`src/rtl/t5_seqr_pkg.sv`:
```
// T5 pipeline sequencer shared definitions.
// State encoding, PC-select codes and opcode constants.
package t5_seqr_pkg;

  typedef enum logic [1:0] {
    S_BOOT  = 2'd0,
    S_RUN   = 2'd1,
    S_FLUSH = 2'd2,
    S_TRAP  = 2'd3
  } state_t;

  localparam logic [1:0] PC_SEQ  = 2'b00;
  localparam logic [1:0] PC_BRA  = 2'b01;
  localparam logic [1:0] PC_TRAP = 2'b10;
  localparam logic [1:0] PC_RST  = 2'b11;

  localparam logic [4:0] OPC_LOAD = 5'b00000;

endpackage

```
`src/rtl/t5_seqr_if.sv`:
```
// T5 sequencer bus bundle: Wishbone handshakes,
// decode/execute status in, stage controls out.
interface t5_seqr_if;

  logic       iwb_ack;
  logic       iwb_stb;
  logic       dwb_stb;
  logic       dwb_ack;
  logic [4:0] dopc;
  logic [4:0] drd;
  logic [4:0] rs1a;
  logic [4:0] rs2a;
  logic       dexc;
  logic       xbra;
  logic       sena;
  logic       sexe;
  logic       sflush;
  logic       sbub;
  logic [1:0] spcsel;

  modport master (
    input  iwb_ack, dwb_stb, dwb_ack,
    input  dopc, drd, rs1a, rs2a,
    input  dexc, xbra,
    output iwb_stb, sena, sexe,
    output sflush, sbub, spcsel
  );

  modport slave (
    output iwb_ack, dwb_stb, dwb_ack,
    output dopc, drd, rs1a, rs2a,
    output dexc, xbra,
    input  iwb_stb, sena, sexe,
    input  sflush, sbub, spcsel
  );

endinterface

```
`src/rtl/t5_hzd.sv`:
```
// T5 load-use hazard comparator.
// Flags a load in decode whose rd feeds the next instruction.
module t5_hzd
  import t5_seqr_pkg::*;
(
  input  logic [4:0] dopc,
  input  logic [4:0] drd,
  input  logic [4:0] rs1a,
  input  logic [4:0] rs2a,
  output logic       ldhz
);

  assign ldhz = (dopc == OPC_LOAD) && (drd != 5'd0) &&
                ((drd == rs1a) || (drd == rs2a));

endmodule

```
`src/rtl/t5_seqr.sv`:
```
// T5 pipeline sequencer: stage enables, flush,
// bubble and PC select from stall/redirect sources.
module t5_seqr
  import t5_seqr_pkg::*;
#(
  parameter int XLEN     = 32,
  parameter int TRAP_CYC = 2
) (
  input  logic       sclk,
  input  logic       srst,
  t5_seqr_if.master  bus
);

  if (XLEN != 32) begin : g_xlen
    $error("t5_seqr: only XLEN=32 supported");
  end

  state_t     state, state_n;
  logic [7:0] cnt, cnt_n;
  logic       bub_q;
  logic       ldhz;

  t5_hzd u_hzd (
    .dopc (bus.dopc),
    .drd  (bus.drd),
    .rs1a (bus.rs1a),
    .rs2a (bus.rs2a),
    .ldhz (ldhz)
  );

  logic dstall, sel_dst, sel_exc;
  logic sel_bra, sel_hz, sel_nrm;

  // one-hot priority: dstall > dexc > xbra > ldhz
  assign dstall  = bus.dwb_stb & ~bus.dwb_ack;
  assign sel_dst = dstall;
  assign sel_exc = ~dstall & bus.dexc;
  assign sel_bra = ~dstall & ~bus.dexc & bus.xbra;
  assign sel_hz  = ~dstall & ~bus.dexc & ~bus.xbra &
                   ldhz & ~bub_q;
  assign sel_nrm = ~sel_dst & ~sel_exc &
                   ~sel_bra & ~sel_hz;

  always_comb begin
    state_n     = state;
    cnt_n       = cnt;
    bus.iwb_stb = 1'b0;
    bus.sena    = 1'b0;
    bus.sexe    = 1'b0;
    bus.sflush  = 1'b0;
    bus.sbub    = 1'b0;
    bus.spcsel  = PC_SEQ;
    if (srst) begin
      bus.spcsel = PC_RST;
    end else begin
      unique case (state)
        S_BOOT: begin
          bus.spcsel = PC_RST;
          bus.sflush = 1'b1;
          state_n    = S_RUN;
        end
        S_RUN: begin
          bus.iwb_stb = 1'b1;
          unique case (1'b1)
            sel_dst: ;
            sel_exc: begin
              bus.sflush = 1'b1;
              bus.spcsel = PC_TRAP;
              cnt_n      = 8'(TRAP_CYC - 1);
              state_n    = S_TRAP;
            end
            sel_bra: begin
              bus.sflush = 1'b1;
              bus.spcsel = PC_BRA;
              bus.sena   = 1'b1;
              bus.sexe   = 1'b1;
              state_n    = bus.iwb_ack ? S_RUN : S_FLUSH;
            end
            sel_hz: begin
              bus.sexe = 1'b1;
              bus.sbub = 1'b1;
            end
            sel_nrm: begin
              bus.sena = bus.iwb_ack;
              bus.sexe = bus.iwb_ack;
            end
          endcase
        end
        S_FLUSH: begin
          // stale fetch completes; kill it
          bus.iwb_stb = 1'b1;
          if (bus.iwb_ack) begin
            bus.sflush = 1'b1;
            state_n    = S_RUN;
          end
        end
        S_TRAP: begin
          if (cnt == 8'd0) begin
            bus.spcsel = PC_TRAP;
            bus.sena   = 1'b1;
            state_n    = S_RUN;
          end else begin
            cnt_n = cnt - 8'd1;
          end
        end
      endcase
    end
  end

  always_ff @(posedge sclk) begin
    if (srst) begin
      state <= S_BOOT;
      cnt   <= 8'd0;
      bub_q <= 1'b0;
    end else begin
      state <= state_n;
      cnt   <= cnt_n;
      bub_q <= bus.sbub;
    end
  end

endmodule

```
`src/flat_wrapper.sv`:
```
// flat-port wrapper written by rule: the top's interface ports become plain ports
module t5_seqr_flat import t5_seqr_pkg::*;
#(
  parameter int XLEN     = 32,
  parameter int TRAP_CYC = 2
)
  (sclk, srst, bus_iwb_ack, bus_dwb_stb, bus_dwb_ack, bus_dopc, bus_drd, bus_rs1a, bus_rs2a, bus_dexc, bus_xbra, bus_iwb_stb, bus_sena, bus_sexe, bus_sflush, bus_sbub, bus_spcsel);
  t5_seqr_if bus_i ();
  input  logic sclk;
  input  logic srst;
  input wire logic [$bits(bus_i.iwb_ack)-1:0] bus_iwb_ack;
  input wire logic [$bits(bus_i.dwb_stb)-1:0] bus_dwb_stb;
  input wire logic [$bits(bus_i.dwb_ack)-1:0] bus_dwb_ack;
  input wire logic [$bits(bus_i.dopc)-1:0] bus_dopc;
  input wire logic [$bits(bus_i.drd)-1:0] bus_drd;
  input wire logic [$bits(bus_i.rs1a)-1:0] bus_rs1a;
  input wire logic [$bits(bus_i.rs2a)-1:0] bus_rs2a;
  input wire logic [$bits(bus_i.dexc)-1:0] bus_dexc;
  input wire logic [$bits(bus_i.xbra)-1:0] bus_xbra;
  output wire logic [$bits(bus_i.iwb_stb)-1:0] bus_iwb_stb;
  output wire logic [$bits(bus_i.sena)-1:0] bus_sena;
  output wire logic [$bits(bus_i.sexe)-1:0] bus_sexe;
  output wire logic [$bits(bus_i.sflush)-1:0] bus_sflush;
  output wire logic [$bits(bus_i.sbub)-1:0] bus_sbub;
  output wire logic [$bits(bus_i.spcsel)-1:0] bus_spcsel;
  assign bus_i.iwb_ack = bus_iwb_ack;
  assign bus_i.dwb_stb = bus_dwb_stb;
  assign bus_i.dwb_ack = bus_dwb_ack;
  assign bus_i.dopc = bus_dopc;
  assign bus_i.drd = bus_drd;
  assign bus_i.rs1a = bus_rs1a;
  assign bus_i.rs2a = bus_rs2a;
  assign bus_i.dexc = bus_dexc;
  assign bus_i.xbra = bus_xbra;
  assign bus_iwb_stb = bus_i.iwb_stb;
  assign bus_sena = bus_i.sena;
  assign bus_sexe = bus_i.sexe;
  assign bus_sflush = bus_i.sflush;
  assign bus_sbub = bus_i.sbub;
  assign bus_spcsel = bus_i.spcsel;
  t5_seqr #(.XLEN(XLEN), .TRAP_CYC(TRAP_CYC)) u_core (.sclk(sclk), .srst(srst), .bus(bus_i));
endmodule
```
`config.mk`:
```
export PLATFORM = sky130hd
export DESIGN_NAME = t5_seqr_flat
export DESIGN_NICKNAME = d
export VERILOG_FILES = /design/src/rtl/t5_seqr_pkg.sv /design/src/rtl/t5_seqr_if.sv /design/src/rtl/t5_hzd.sv /design/src/rtl/t5_seqr.sv /design/src/flat_wrapper.sv
export SDC_FILE = /design/constraint.sdc
export NUM_CORES = 1
export LEC_CHECK = 0
export BUFFER_PORTS_ARGS = -buffer_cell sky130_fd_sc_hd__buf_2
export CORE_ASPECT_RATIO = 0.75
export CORE_MARGIN = 4
export CORE_UTILIZATION = 45
export DETAILED_ROUTE_END_ITERATION = 12
export GPL_TIMING_DRIVEN = 0
export PLACE_DENSITY = 0.73
export SLEW_MARGIN = 20
export SYNTH_ARGS = -nofsm -noshare
export SYNTH_HDL_FRONTEND = slang
export SYNTH_HIERARCHICAL = 1
export SYNTH_SLANG_ARGS = --single-unit
```
`constraint.sdc`:
```
create_clock -name sclk -period 2 [get_ports sclk]
set_input_delay 0.1 -clock sclk [delete_from_list [all_inputs] [get_ports sclk]]
set_output_delay 0.1 -clock sclk [all_outputs]
set_load 0.005 [all_outputs]
```
# Word level (Yosys, flattened, before mapping)
# Index checks and enable logic that the tools add are counted.
# Widths: inputs -> output; s select.
# op_classes
n_addsub	1
n_eq_ne	10
mux	28
n_bitwise	18
reduce_logical	13
# ops
cell	n
$mux 8	2
$pmux 8 s2	1
$mux 1	12
$and 1x1->1	10
$eq 5x5->1	2
$mux 2	5
$logic_not 8->1	1
$not 1->1	8
$pmux 2 s2	2
$pmux 2 s4	1
$sub 8x1->8 const B	1
$pmux 1 s2	3
$pmux 2 s3	1
$reduce_and 3->1	2
$reduce_or 2->1	3
$logic_not 5->1	1
$reduce_bool 5->1	1
$eq 2x2->1 const B	2
$ne 2x1->1 const B	2
$ne 2x2->1 const B	2
$ne 3x1->1 const B	1
$pmux 1 s3	1
$eq 2x1->1 const B	1
$logic_and 1x1->1	2
3 further kinds	3
# totals
regBits	11
in_bits	27
out_inout_bits	7
word_cells	73

# Depth between registers and ports, before layout
# Gate-level depths: netlist of run 1.
# logic_depth
depth_word	12
ltp_mapped	8
depth_no_buf	8

# Hierarchy
# Netlist of run 1, hierarchy kept.
# by_module_without_submodules
mod	instances	cells_each	area_per_inst_um2	seq_area_each_um2
t5_seqr	1	97	815.8	220.2
t5_hzd	1	19	141.4	0.0

# Worst setup path before layout of run 1
# No wires, ideal clock.
# synth_path
path_type	register -> register
startpoint	register u_core.state[1]
endpoint	register u_core.cnt[0]
setup_time_ns	0.095
arrival_time_ns	1.602
t_required_ns	1.905
path_slack_ns	0.302
path_stages_with_launch	8
path_buffers	1
synth_period_minus_slack_ns	1.698
cell_sequence	dfxtp_1 inv_1 ha_1 and2_1 a2bb2oi_1 clkbuf_1 or2_2 a221oi_1
# synth_between
elab_chain_cells	3
elab_cells_between_ends	7
classes_between	eq/ne: 4; mux: 1; reduce/logical: 2
# synth_rtl
item	line	rtl
start: declaration	t5_seqr.sv:18	state_t state, state_n;
start signal: assignment	t5_seqr.sv:116	state <= state_n;
$eq 2x2->1 or $eq 2x1->1 (tied branches)	t5_seqr.sv:56	unique case (state)
$ne 2x2->1 (no line) (tied with other cells)	--	
$reduce_and 3->1 (no line)	--	
end signal: assignment	t5_seqr.sv:117	cnt <= cnt_n;
end: declaration	t5_seqr.sv:19	logic [7:0] cnt, cnt_n;
# Several ways; a longest one is shown, not always the timed one.
# A chain may end at the register's enable or synchronous reset.

# Final worst setup path of run 1
# layout_path
startpoint	register u_core.cnt[0]
endpoint	register u_core.cnt[4]
# layout_between
elab_chain_cells	3
elab_cells_between_ends	6
classes_between	add/sub: 1; eq/ne: 1; mux: 2; reduce/logical: 2
# layout_rtl
item	line
$sub 8x1->8 or $logic_not 8->1 (tied branches)	t5_seqr.sv:103, t5_seqr.sv:98
$mux 8 or $ne 2x2->1 (tied branches)	--
$pmux 8 s2 or $reduce_and 3->1 (tied branches)	--
# Several ways; a longest one is shown, not always the timed one. The select of a mux whose other input is x is not followed.

==> impl_metrics.env, run 1 <==
export IMPL_layout_drive_gt1_share=0.3268
export IMPL_dr_pass1_iters=4
export IMPL_synth_flop_cell="dfxtp_1"
export IMPL_grt_pass1_wl_um=3684
export IMPL_via_count=1013
export IMPL_grt_max_degree=11
export IMPL_min_period_ps=1866
export IMPL_finalHoldViolations=0
export IMPL_postCtsSetupRepairBufs=0
export IMPL_drc=0
export IMPL_power_switching_mw=0.2488
export IMPL_synth_area_leader_cell="dfxtp_1"
export IMPL_synthesis_nets=148
export IMPL_htreeDepth=1
export IMPL_rsz0062_at_grt="no"
export IMPL_synth_edf_count=0
export IMPL_grt_use_total=0.1692
export IMPL_run_status="finished clean"
export IMPL_grt_pass1_vias=892
export IMPL_clock_root_buffer="clkbuf_4"
export IMPL_seq_power_share=0.386
export IMPL_dp_hpwl_um=1790
export IMPL_yosys_top_cells_area="dfxtp_1 (23%), ha_1 (6.5%), xor2_1 (5.5%), or4_1 (3.9%), xnor2_1 (3.7%)"
export IMPL_gp_congestion=0.7973
export IMPL_hold_class="primary input to register"
export IMPL_clk_pin_slew_worst_paths_ps=70
export IMPL_required_ps=2190
export IMPL_yosysSeqAreaShare=0.2301
export IMPL_yosys_cell_types_count=46
export IMPL_crit_fanout=5
export IMPL_antennaDiodeCount=0
export IMPL_finalClockSkew_ps=2.615
export IMPL_start_kind="register"
export IMPL_setup_tns_final_ps=0
export IMPL_cts_hold_buf=0
export IMPL_async_reset_ff_frac=0
export IMPL_cts_buffer_depth=2
export IMPL_maxCapViolations=0
export IMPL_drtIter0Drc=36
export IMPL_fp_dieArea_um2=2937
export IMPL_cts_tree="done"
export IMPL_dpl_cell_count=173
export IMPL_rows=14
export IMPL_syn_inst=116
export IMPL_worstSetupPathType="register to register"
export IMPL_yosysWarnings=6
export IMPL_pre_cts_slack_ps=56.61
export IMPL_synth_seq_cells=11
export IMPL_cts_sinks=11
export IMPL_combPwrFrac=0.403
export IMPL_peakVddDrop_mv=0.4525
export IMPL_end_kind="register"
export IMPL_slew_viol_final=0
export IMPL_vias_per_cell=5.723
export IMPL_syn_avg_cell_area_um2=8.251
export IMPL_fmax_mhz=535.9
export IMPL_layout_cells_non_filler=177
export IMPL_die_y_um=47.94
export IMPL_swShare=0.3512
export IMPL_synthToLayoutAreaGrowth_pct=23.53
export IMPL_p_clk_frac=0.212
export IMPL_die_x_um=61.26
export IMPL_p_per_area_nw_per_um2=599.1
export IMPL_worstPathArrival_ps=2060
export IMPL_slew_headroom=0.6168
export IMPL_wirelength_um=2265
export IMPL_worst_pin_slew_ps=572.2
export IMPL_wl_per_cell_um=12.80
export IMPL_port_buffers=33
export IMPL_ant_nets=0
export IMPL_p_leak_nw=0.5077
export IMPL_overflow=0
export IMPL_setup_viol=0
export IMPL_initial_core_util=0.4752
export IMPL_finalNetCount=186
export IMPL_core_um2=2014
export IMPL_n_fill_cell=174
export IMPL_power_internal_mw=0.4596
export IMPL_grt_antenna_before_repair=0
export IMPL_fin_crit_sh=0.9330
export IMPL_clkLatencyLatePin_ps=270
export IMPL_syn_cell_area_um2=957.2
export IMPL_cts_made_buffers=3
export IMPL_r2r_slack_ps=130
export IMPL_ios=34
export IMPL_synth_top_area_frac=0.2301
export IMPL_final_setup_worst_slack_ps=134.0
cells by family (layout without fill, tap and decap cells):
kind of cell | after synthesis | after routing | synth area share
AND/OR/NAND/NOR | 47 | 47 | 0.3072
multiplexers | 1 | 1 | 0.01046
flip-flops | 11 | 11 | 0.2301
buffers and inverters | 10 | 47 | 0.04315
XOR/XNOR | 10 | 10 | 0.09150
adder cells (fa/ha/maj) | 5 | 5 | 0.06536
AO/OA/AOI/OAI | 32 | 32 | 0.2523
layer usage:
metal | wire (um) | global-route usage | vias to the layer above
li1 | - | - | 511
met1 | 978 | 0.2094 | 463
met2 | 1058 | 0.2911 | 37
met3 | 217 | 0.05930 | 2
met4 | 11 | 0.02597 | 0
met5 | 0 | 0 | -
per-stage QoR:
step	cell area [um^2]	power [mW]	util	hold slack (ps)
2_1_floorplan	957.2	0.4695	-	178.5
3_3_place_gp	1152	0.5492	0.5721	378.8
3_5_place_dp	1152	0.5574	0.5721	377.7
4_1_cts	1179	0.7156	0.5851	90.00
5_1_grt	1182	0.7711	0.5870	115.4
6_report	1182	0.7084	0.5870	103.0
layout by cell type (no fill, tap or decap), drive strengths merged, types with 5 or more instances in the layout:
cell / count
nand2: 6
ha: 5
xor2: 6
a21boi: 5
clkbuf: 5
nor2: 6
or4: 6
dfxtp: 11
buf: 35
nor4: 5
inv: 7
timing repair:
item	4_1_cts	5_1_grt
endpoints found under the setup margin	0	8
endpoints found under the hold margin	0	0
resized for setup	0	5
cell usage after synthesis, drive strengths merged (2+ instances only):
cell type   n
a21boi      5
a21oi       4
a31oi       2
and2        2
clkbuf      2
dfxtp      11
ha          5
inv         7
nand2       6
nand2b      3
nand3       3
nor2        6
nor2b       2
nor3        4
nor4        5
o21a        2
o21ai       4
o311ai      2
o31ai       4
or3         3
or4         6
xnor2       4
xor2        6
worst max-delay path, stage by stage (launching register included):
cell and delay (ps):
dfxtp_1 340, inv_1 100, ha_1 250, inv_1 100, or3_2 420, or4_1 390, a21boi_0 180
state kept, by name (all words and copies together), names as in the netlist:
| name | flops |
|---|---|
| u_core/state | 2 |
| u_core/bub_q | 1 |
| u_core/cnt | 8 |
path summary, 6_finish.rpt:
kind / from / end / cells after the start
worst max-delay path: u_core/cnt[0] / u_core/cnt[4] / 6
worst min-delay path: bus_xbra / u_core/bub_q / 2
worst max register to register: u_core/cnt[0] / u_core/cnt[4] / 6
worst min register to register: u_core/cnt[7] / u_core/cnt[7] / 2
power groups by stage:
stage | clock network [mW] | logic (mW) | registers (mW)
after floorplan | 0 | 0.200 | 0.270
final | 0.150 | 0.285 | 0.273
after global routing | 0.170 | 0.325 | 0.276
after CTS | 0.160 | 0.284 | 0.272
after detailed placement | 0 | 0.281 | 0.276
after global placement | 0 | 0.274 | 0.275
final cells by class:
class	count	area [um^2]	area share
plain buffers	3	16.27	0.01376
multi-input cells	95	698.2	0.5905
flip-flops and latches	11	220.2	0.1862
well taps	24	30.03	0.02540
inverters	7	26.28	0.02222
repair buffers	33	165.2	0.1397
clock buffers	4	26.28	0.02222
Note: power is estimated with default switching activity, not from simulation.
==> run 2, diff against run 1 <==
--- a/config.mk
+++ b/config.mk
@@ -5,13 +5,14 @@
 export SDC_FILE = /design/constraint.sdc
 export NUM_CORES = 1
 export LEC_CHECK = 0
+export ABC_AREA = 1
 export BUFFER_PORTS_ARGS = -buffer_cell sky130_fd_sc_hd__buf_2
 export CORE_ASPECT_RATIO = 0.75
 export CORE_MARGIN = 4
 export CORE_UTILIZATION = 45
 export DETAILED_ROUTE_END_ITERATION = 12
 export GPL_TIMING_DRIVEN = 0
-export PLACE_DENSITY = 0.73
+export PLACE_DENSITY = 0.72
 export SLEW_MARGIN = 20
 export SYNTH_ARGS = -nofsm -noshare
 export SYNTH_HDL_FRONTEND = slang
==> run 2 against run 1 <==
Compared with the run above:
- first-iteration DRC count fell by 2.8%
- global-route usage fell by 0.78 points
- largest power group unchanged
- synthesized area rose by 7.1%
- synthesized cell count rose by 52%
- worst setup slack improved by 160 ps
- clock skew rose by 0.86 ps
- critical path type is now register to primary output
- final cell count rose by 33%
- final area rose by 5.0%
- non-clock buffer count fell by 3
- clock power barely moved
- sequential share of layout area fell by 0.88 points
- routed wire length rose by 4.5%
==> impl_metrics.env, run 2 <==
export IMPL_yosys_top_cells_area="dfxtp_1 (21%), nand2_1 (16%), nor2_1 (11%), inv_1 (10%), ha_1 (6.1%)"
export IMPL_clkLatencyLatePin_ps=270
export IMPL_final_common_cell="nand2_1"
export IMPL_ant_nets=0
export IMPL_n_fill_cell=213
export IMPL_worst_pin_slew_ps=461.7
export IMPL_synthesis_nets=208
export IMPL_grt_use_met2=0.2697
export IMPL_synth_seq_cells=11
export IMPL_wl_per_cell_um=10.03
export IMPL_rsz0062_at_grt="no"
export IMPL_gp_congestion=0.8181
export IMPL_end_kind="primary output"
export IMPL_fp_dieArea_um2=3112
export IMPL_via_count=1127
export IMPL_critPathMaxStageDelay_ps=320
export IMPL_core_um2=2085
export IMPL_fin_crit_sh=0.8525
export IMPL_overflow=0
export IMPL_htreeDepth=1
export IMPL_maxCapViolations=0
export IMPL_clock_root_buffer="clkbuf_4"
export IMPL_cp_cell_sequence="inv_2 -> ha_1 -> inv_2 -> nor2_4 -> nand3_4 -> and2_1 -> o21ai_1 -> buf_2"
export IMPL_cts_made_buffers=3
export IMPL_initial_core_util=0.4916
export IMPL_die_x_um=63.10
export IMPL_run_status="finished clean"
export IMPL_async_reset_ff_frac=0
export IMPL_rows=14
export IMPL_dp_hpwl_um=1920
export IMPL_cts_hold_buf=0
export IMPL_min_period_ps=1705
export IMPL_synth_most_common_cell="nand2_1"
export IMPL_regMostFlops="u_core/cnt"
export IMPL_start_kind="register"
export IMPL_power_mw=0.7783
export IMPL_finalNetCount=245
export IMPL_finalClockSkew_ps=3.480
export IMPL_ios=34
export IMPL_peakVddDrop_mv=0.4251
export IMPL_clk_pin_slew_worst_paths_ps=70
export IMPL_yosysWarnings=6
export IMPL_p_per_area_nw_per_um2=627.0
export IMPL_vias_per_cell=4.775
export IMPL_syn_avg_cell_area_um2=5.822
export IMPL_cts_buffer_depth=2
export IMPL_grt_pass1_wl_um=4126
export IMPL_postCtsSetupRepairBufs=0
export IMPL_met3_usage=0.05760
export IMPL_cts_tree="done"
export IMPL_grt_pass1_vias=1016
export IMPL_drtIter0Drc=35
export IMPL_cts_sinks=11
export IMPL_setup_viol=0
export IMPL_synthToLayoutAreaGrowth_pct=21.12
export IMPL_synth_area_leader_cell="dfxtp_1"
export IMPL_slew_viol_final=0
export IMPL_port_buffers=32
export IMPL_largest_reg_flops=8
export IMPL_die_y_um=49.33
export IMPL_synth_top_area_frac=0.2149
export IMPL_required_ps=1900
export IMPL_finalHoldViolations=0
export IMPL_wirelength_um=2367
export IMPL_layout_common_cells="nand2_1 (43), buf_2 (32), nor2_1 (29)"
export IMPL_yosysSeqAreaShare=0.2149
export IMPL_yosys_cell_types_count=27
export IMPL_setup_tns_final_ps=0
export IMPL_syn_cell_area_um2=1025
export IMPL_worstPathArrival_ps=1600
export IMPL_met1_usage=0.1992
export IMPL_layout_drive_gt1_share=0.2406
export IMPL_dr_pass1_iters=4
export IMPL_critPathSlowestCell="dfxtp_1"
export IMPL_p_leak_nw=0.6850
export IMPL_synth_edf_count=0
export IMPL_cts_resized=0
export IMPL_cp_common_cell="inv_2"
export IMPL_yosys_top_cells_count="nand2_1 (43), nor2_1 (29), inv_1 (28), dfxtp_1 (11), nand3_1 (10)"
export IMPL_fmax_mhz=586.5
export IMPL_antennaDiodeCount=0
export IMPL_grt_max_degree=10
export IMPL_hold_class="primary input to register"
export IMPL_grt_antenna_before_repair=0
export IMPL_synth_flop_cell="dfxtp_1"
export IMPL_syn_inst=176
export IMPL_crit_fanout=5
export IMPL_largestRegisters="u_core/cnt x8, u_core/state x2, u_core/bub_q x1"
export IMPL_worstSetupPathType="register to primary output"
export IMPL_grt_use_total=0.1614
export IMPL_slew_headroom=0.6890
export IMPL_busiest_layer="met2"
export IMPL_drc=0
==> run 2: metal layers <==
layer	part of all wire	wire length, um
met3	0.076	180
met1	0.46	1087
met4	0.0046	11
met5	0	0
met2	0.46	1088
==> run 2: path summary, 6_finish.rpt <==
path	startpoint	to	slack (ps)	cells after the start
hold reg to reg	u_core/cnt[6]	u_core/cnt[6]	500	2
hold / removal	bus_xbra	u_core/bub_q	180	4
setup / recovery	u_core/cnt[0]	bus_spcsel[1]	300	8
setup reg to reg	u_core/state[1]	u_core/cnt[7]	430	7
==> run 2: where the power goes <==
| group | internal, mW | switching, mW | total [mW] | leakage, nW |
|---|---|---|---|---|
| clock network | 0.0773 | 0.0738 | 0.151 | 0.0150 |
| registers | 0.244 | 0.0183 | 0.262 | 0.0899 |
| logic | 0.142 | 0.223 | 0.365 | 0.580 |
==> run 2: metrics by stage <==
step	setup slack, ps	cells	hold slack [ps]	utilization	cell area, um^2
4_1_cts	262.6	236	169.3	0.5954	1241
2_1_floorplan	679.9	176	308.2	-	1025
6_report	295.0	236	184.3	0.5954	1241
3_5_place_dp	426.4	232	459.6	0.5828	1215
3_3_place_gp	460.1	232	447.2	0.5828	1215
5_1_grt	62.50	236	202.4	0.5954	1241
==> run 2: logic make-up (layout without fill, tap and decap cells) <==
| group | Yosys count | after routing | share of synthesized area |
|---|---|---|---|
| AOI/OAI and AO/OA | 20 | 20 | 0.1087 |
| xor gates and xnor gates | 5 | 5 | 0.04274 |
| adders and majority gates | 5 | 5 | 0.06105 |
| buffers and inverters | 36 | 72 | 0.1343 |
| DFF | 11 | 11 | 0.2149 |
| and+or+nand+nor | 99 | 99 | 0.4383 |
==> run 2: final cells by class <==
type                       count  area (um^2)  area share
clock buffer                   4        26.28     0.02117
inverter                      35        133.9      0.1079
multi-input combinational    129        666.9      0.5373
sequential                    11        220.2      0.1774
buffer                         1        3.754    0.003024
timing repair buffer          32        160.2      0.1290
tap                           24        30.03     0.02419
==> run 2: critical path: cells and delay by family (launching register included) <==
family / cells / cell delay, ps
simple gates: 3 / 440
flops: 1 / 320
buf+inv: 3 / 250
fa+ha+maj: 1 / 210
compound gates: 1 / 110
==> run 3, diff against run 2 <==
--- a/config.mk
+++ b/config.mk
@@ -7,12 +7,14 @@
 export LEC_CHECK = 0
 export ABC_AREA = 1
 export BUFFER_PORTS_ARGS = -buffer_cell sky130_fd_sc_hd__buf_2
+export CELL_PAD_IN_SITES_DETAIL_PLACEMENT = 1
+export CELL_PAD_IN_SITES_GLOBAL_PLACEMENT = 1
 export CORE_ASPECT_RATIO = 0.75
 export CORE_MARGIN = 4
-export CORE_UTILIZATION = 45
+export CORE_UTILIZATION = 33
 export DETAILED_ROUTE_END_ITERATION = 12
 export GPL_TIMING_DRIVEN = 0
-export PLACE_DENSITY = 0.72
+export PLACE_DENSITY_LB_ADDON = 0.1
 export SLEW_MARGIN = 20
 export SYNTH_ARGS = -nofsm -noshare
 export SYNTH_HDL_FRONTEND = slang
==> run 3 against run 2 <==
Compared with the run above:
- fmax grew 0.34%
- final area grew 2.9%
- via count grew 4.3%
- critical endpoint unchanged
==> impl_metrics.env, run 3 (synthesis gave the netlist of run 2 again) <==
export IMPL_p_per_area_nw_per_um2=683.5
export IMPL_dr_pass1_iters=3
export IMPL_rsz0062_at_grt="no"
export IMPL_rows=17
export IMPL_wirelength_um=3040
export IMPL_wl_per_cell_um=12.16
export IMPL_core_um2=2957
export IMPL_grt_max_degree=10
export IMPL_clock_root_buffer="clkbuf_8"
export IMPL_regMostFlops="u_core/cnt"
export IMPL_final_common_cell="nand2_1"
export IMPL_fp_dieArea_um2=4070
export IMPL_required_ps=1900
export IMPL_run_status="finished clean"
export IMPL_maxCapViolations=0
export IMPL_cts_resized=0
export IMPL_via_count=1176
export IMPL_grt_pass1_wl_um=5423
export IMPL_finalNetCount=245
export IMPL_finalHoldViolations=0
export IMPL_dp_hpwl_um=2620
export IMPL_clk_pin_slew_worst_paths_ps=50
export IMPL_die_x_um=72.35
export IMPL_postCtsSetupRepairBufs=0
export IMPL_setup_tns_final_ps=0
export IMPL_grt_pass1_vias=1242
export IMPL_crit_fanout=5
export IMPL_cts_buffer_depth=2
export IMPL_layout_drive_gt1_share=0.2406
export IMPL_seqCellArea_um2=220.2
export IMPL_initial_core_util=0.3466
export IMPL_worstSetupPathType="register to primary output"
export IMPL_critPathMaxStageDelay_ps=290
export IMPL_largestRegisters="u_core/cnt x8, u_core/state x2, u_core/bub_q x1"
export IMPL_drc=0
export IMPL_fmax_mhz=588.5
export IMPL_grt_use_total=0.1657
export IMPL_cts_hold_buf=0
export IMPL_fin_crit_sh=0.8496
export IMPL_utilization=0.4321
export IMPL_grt_antenna_before_repair=0
export IMPL_layout_common_cells="nand2_1 (43), buf_2 (32), nor2_1 (29)"
export IMPL_die_y_um=56.26
export IMPL_n_fill_cell=428
export IMPL_cts_sinks=11
export IMPL_vias_per_cell=4.704
export IMPL_gp_congestion=0.8185
export IMPL_setup_viol=0
export IMPL_critPathSlowestCell="dfxtp_1"
export IMPL_overflow=0
export IMPL_p_leak_nw=0.6928
export IMPL_hold_start="bus_xbra"
export IMPL_port_buffers=32
export IMPL_min_period_ps=1699
export IMPL_ant_nets=0
export IMPL_end_kind="primary output"
export IMPL_ios=34
export IMPL_slew_headroom=0.6896
export IMPL_peakVddDrop_mv=0.4701
export IMPL_crit_path_start="u_core/cnt[1]"
export IMPL_multi_input_area_um2=666.9
export IMPL_rr_startpoint="u_core/state[1]"
export IMPL_worst_pin_slew_ps=460.8
export IMPL_finalClockSkew_ps=0.6481
export IMPL_hold_class="primary input to register"
export IMPL_pre_cts_slack_ps=373.0
export IMPL_largest_reg_flops=8
export IMPL_antennaDiodeCount=0
export IMPL_worstPathArrival_ps=1600
export IMPL_final_setup_worst_slack_ps=300.7
export IMPL_clkLatencyLatePin_ps=240
export IMPL_cts_made_buffers=3
export IMPL_start_kind="register"
export IMPL_htreeDepth=1
export IMPL_cts_tree="done"
export IMPL_synthToLayoutAreaGrowth_pct=24.66
export IMPL_cp_cell_sequence="inv_1 -> ha_1 -> inv_2 -> nor2_4 -> nand3_4 -> and2_1 -> o21ai_1 -> buf_2"
export IMPL_drtIter0Drc=33
export IMPL_slew_viol_final=0
-- run 3: cell counts in the layout (fill, tap and decap cells not counted) --
Identical to the previous run, type by type.
-- run 3: where the power goes --
part	switching, mW	leakage (nW)	total [mW]	internal [mW]
Clock	0.0847	0.0228	0.225	0.140
Sequential	0.0190	0.0899	0.264	0.245
Combinational	0.242	0.580	0.385	0.143
-- run 3: critical path, delay by kind of cell, from the launching register on --
family	cells	cell delay [ps]
AND/OR/NAND/NOR	3	450
adder cells (fa/ha/maj)	1	220
flip-flops	1	290
buffers and inverters	3	300
AO/OA/AOI/OAI	1	100
-- run 3: per-layer routing --
layer  global-route usage  up-vias  wire length [um]
met1               0.2271      543              1528
met5                    0        -                 0
met4              0.01609        0                 7
met3              0.04114        2               130
met2               0.2698       15              1373
li1                     -      616                 -
-- run 3: final timing paths --
path,endpoint,slack (ps),cells after the start
max reg2reg,u_core/cnt[7],400,7
min reg2reg,u_core/cnt[6],490,2
max,bus_spcsel[1],300,8
min,u_core/bub_q,220,4
-- run 3: through the flow --
step | cells | hold slack, ps | power (mW) | cell area [um^2]
after global placement | 246 | 454.4 | 0.6347 | 1232
after detailed placement | 246 | 466.3 | 0.6531 | 1232
final | 250 | 224.0 | 0.8732 | 1277
after floorplan | 176 | 308.2 | 0.5358 | 1025
after global routing | 250 | 281.6 | 0.9573 | 1277
after CTS | 250 | 218.1 | 0.8873 | 1277
-- run 3: area by class of cell --
class	count	share of cell area
clock buffer	4	0.03526
tap	38	0.03722
multi-input combinational	129	0.5220
sequential	11	0.1724
timing repair buffer	32	0.1254
buffer	1	0.002938
inverter	35	0.1048
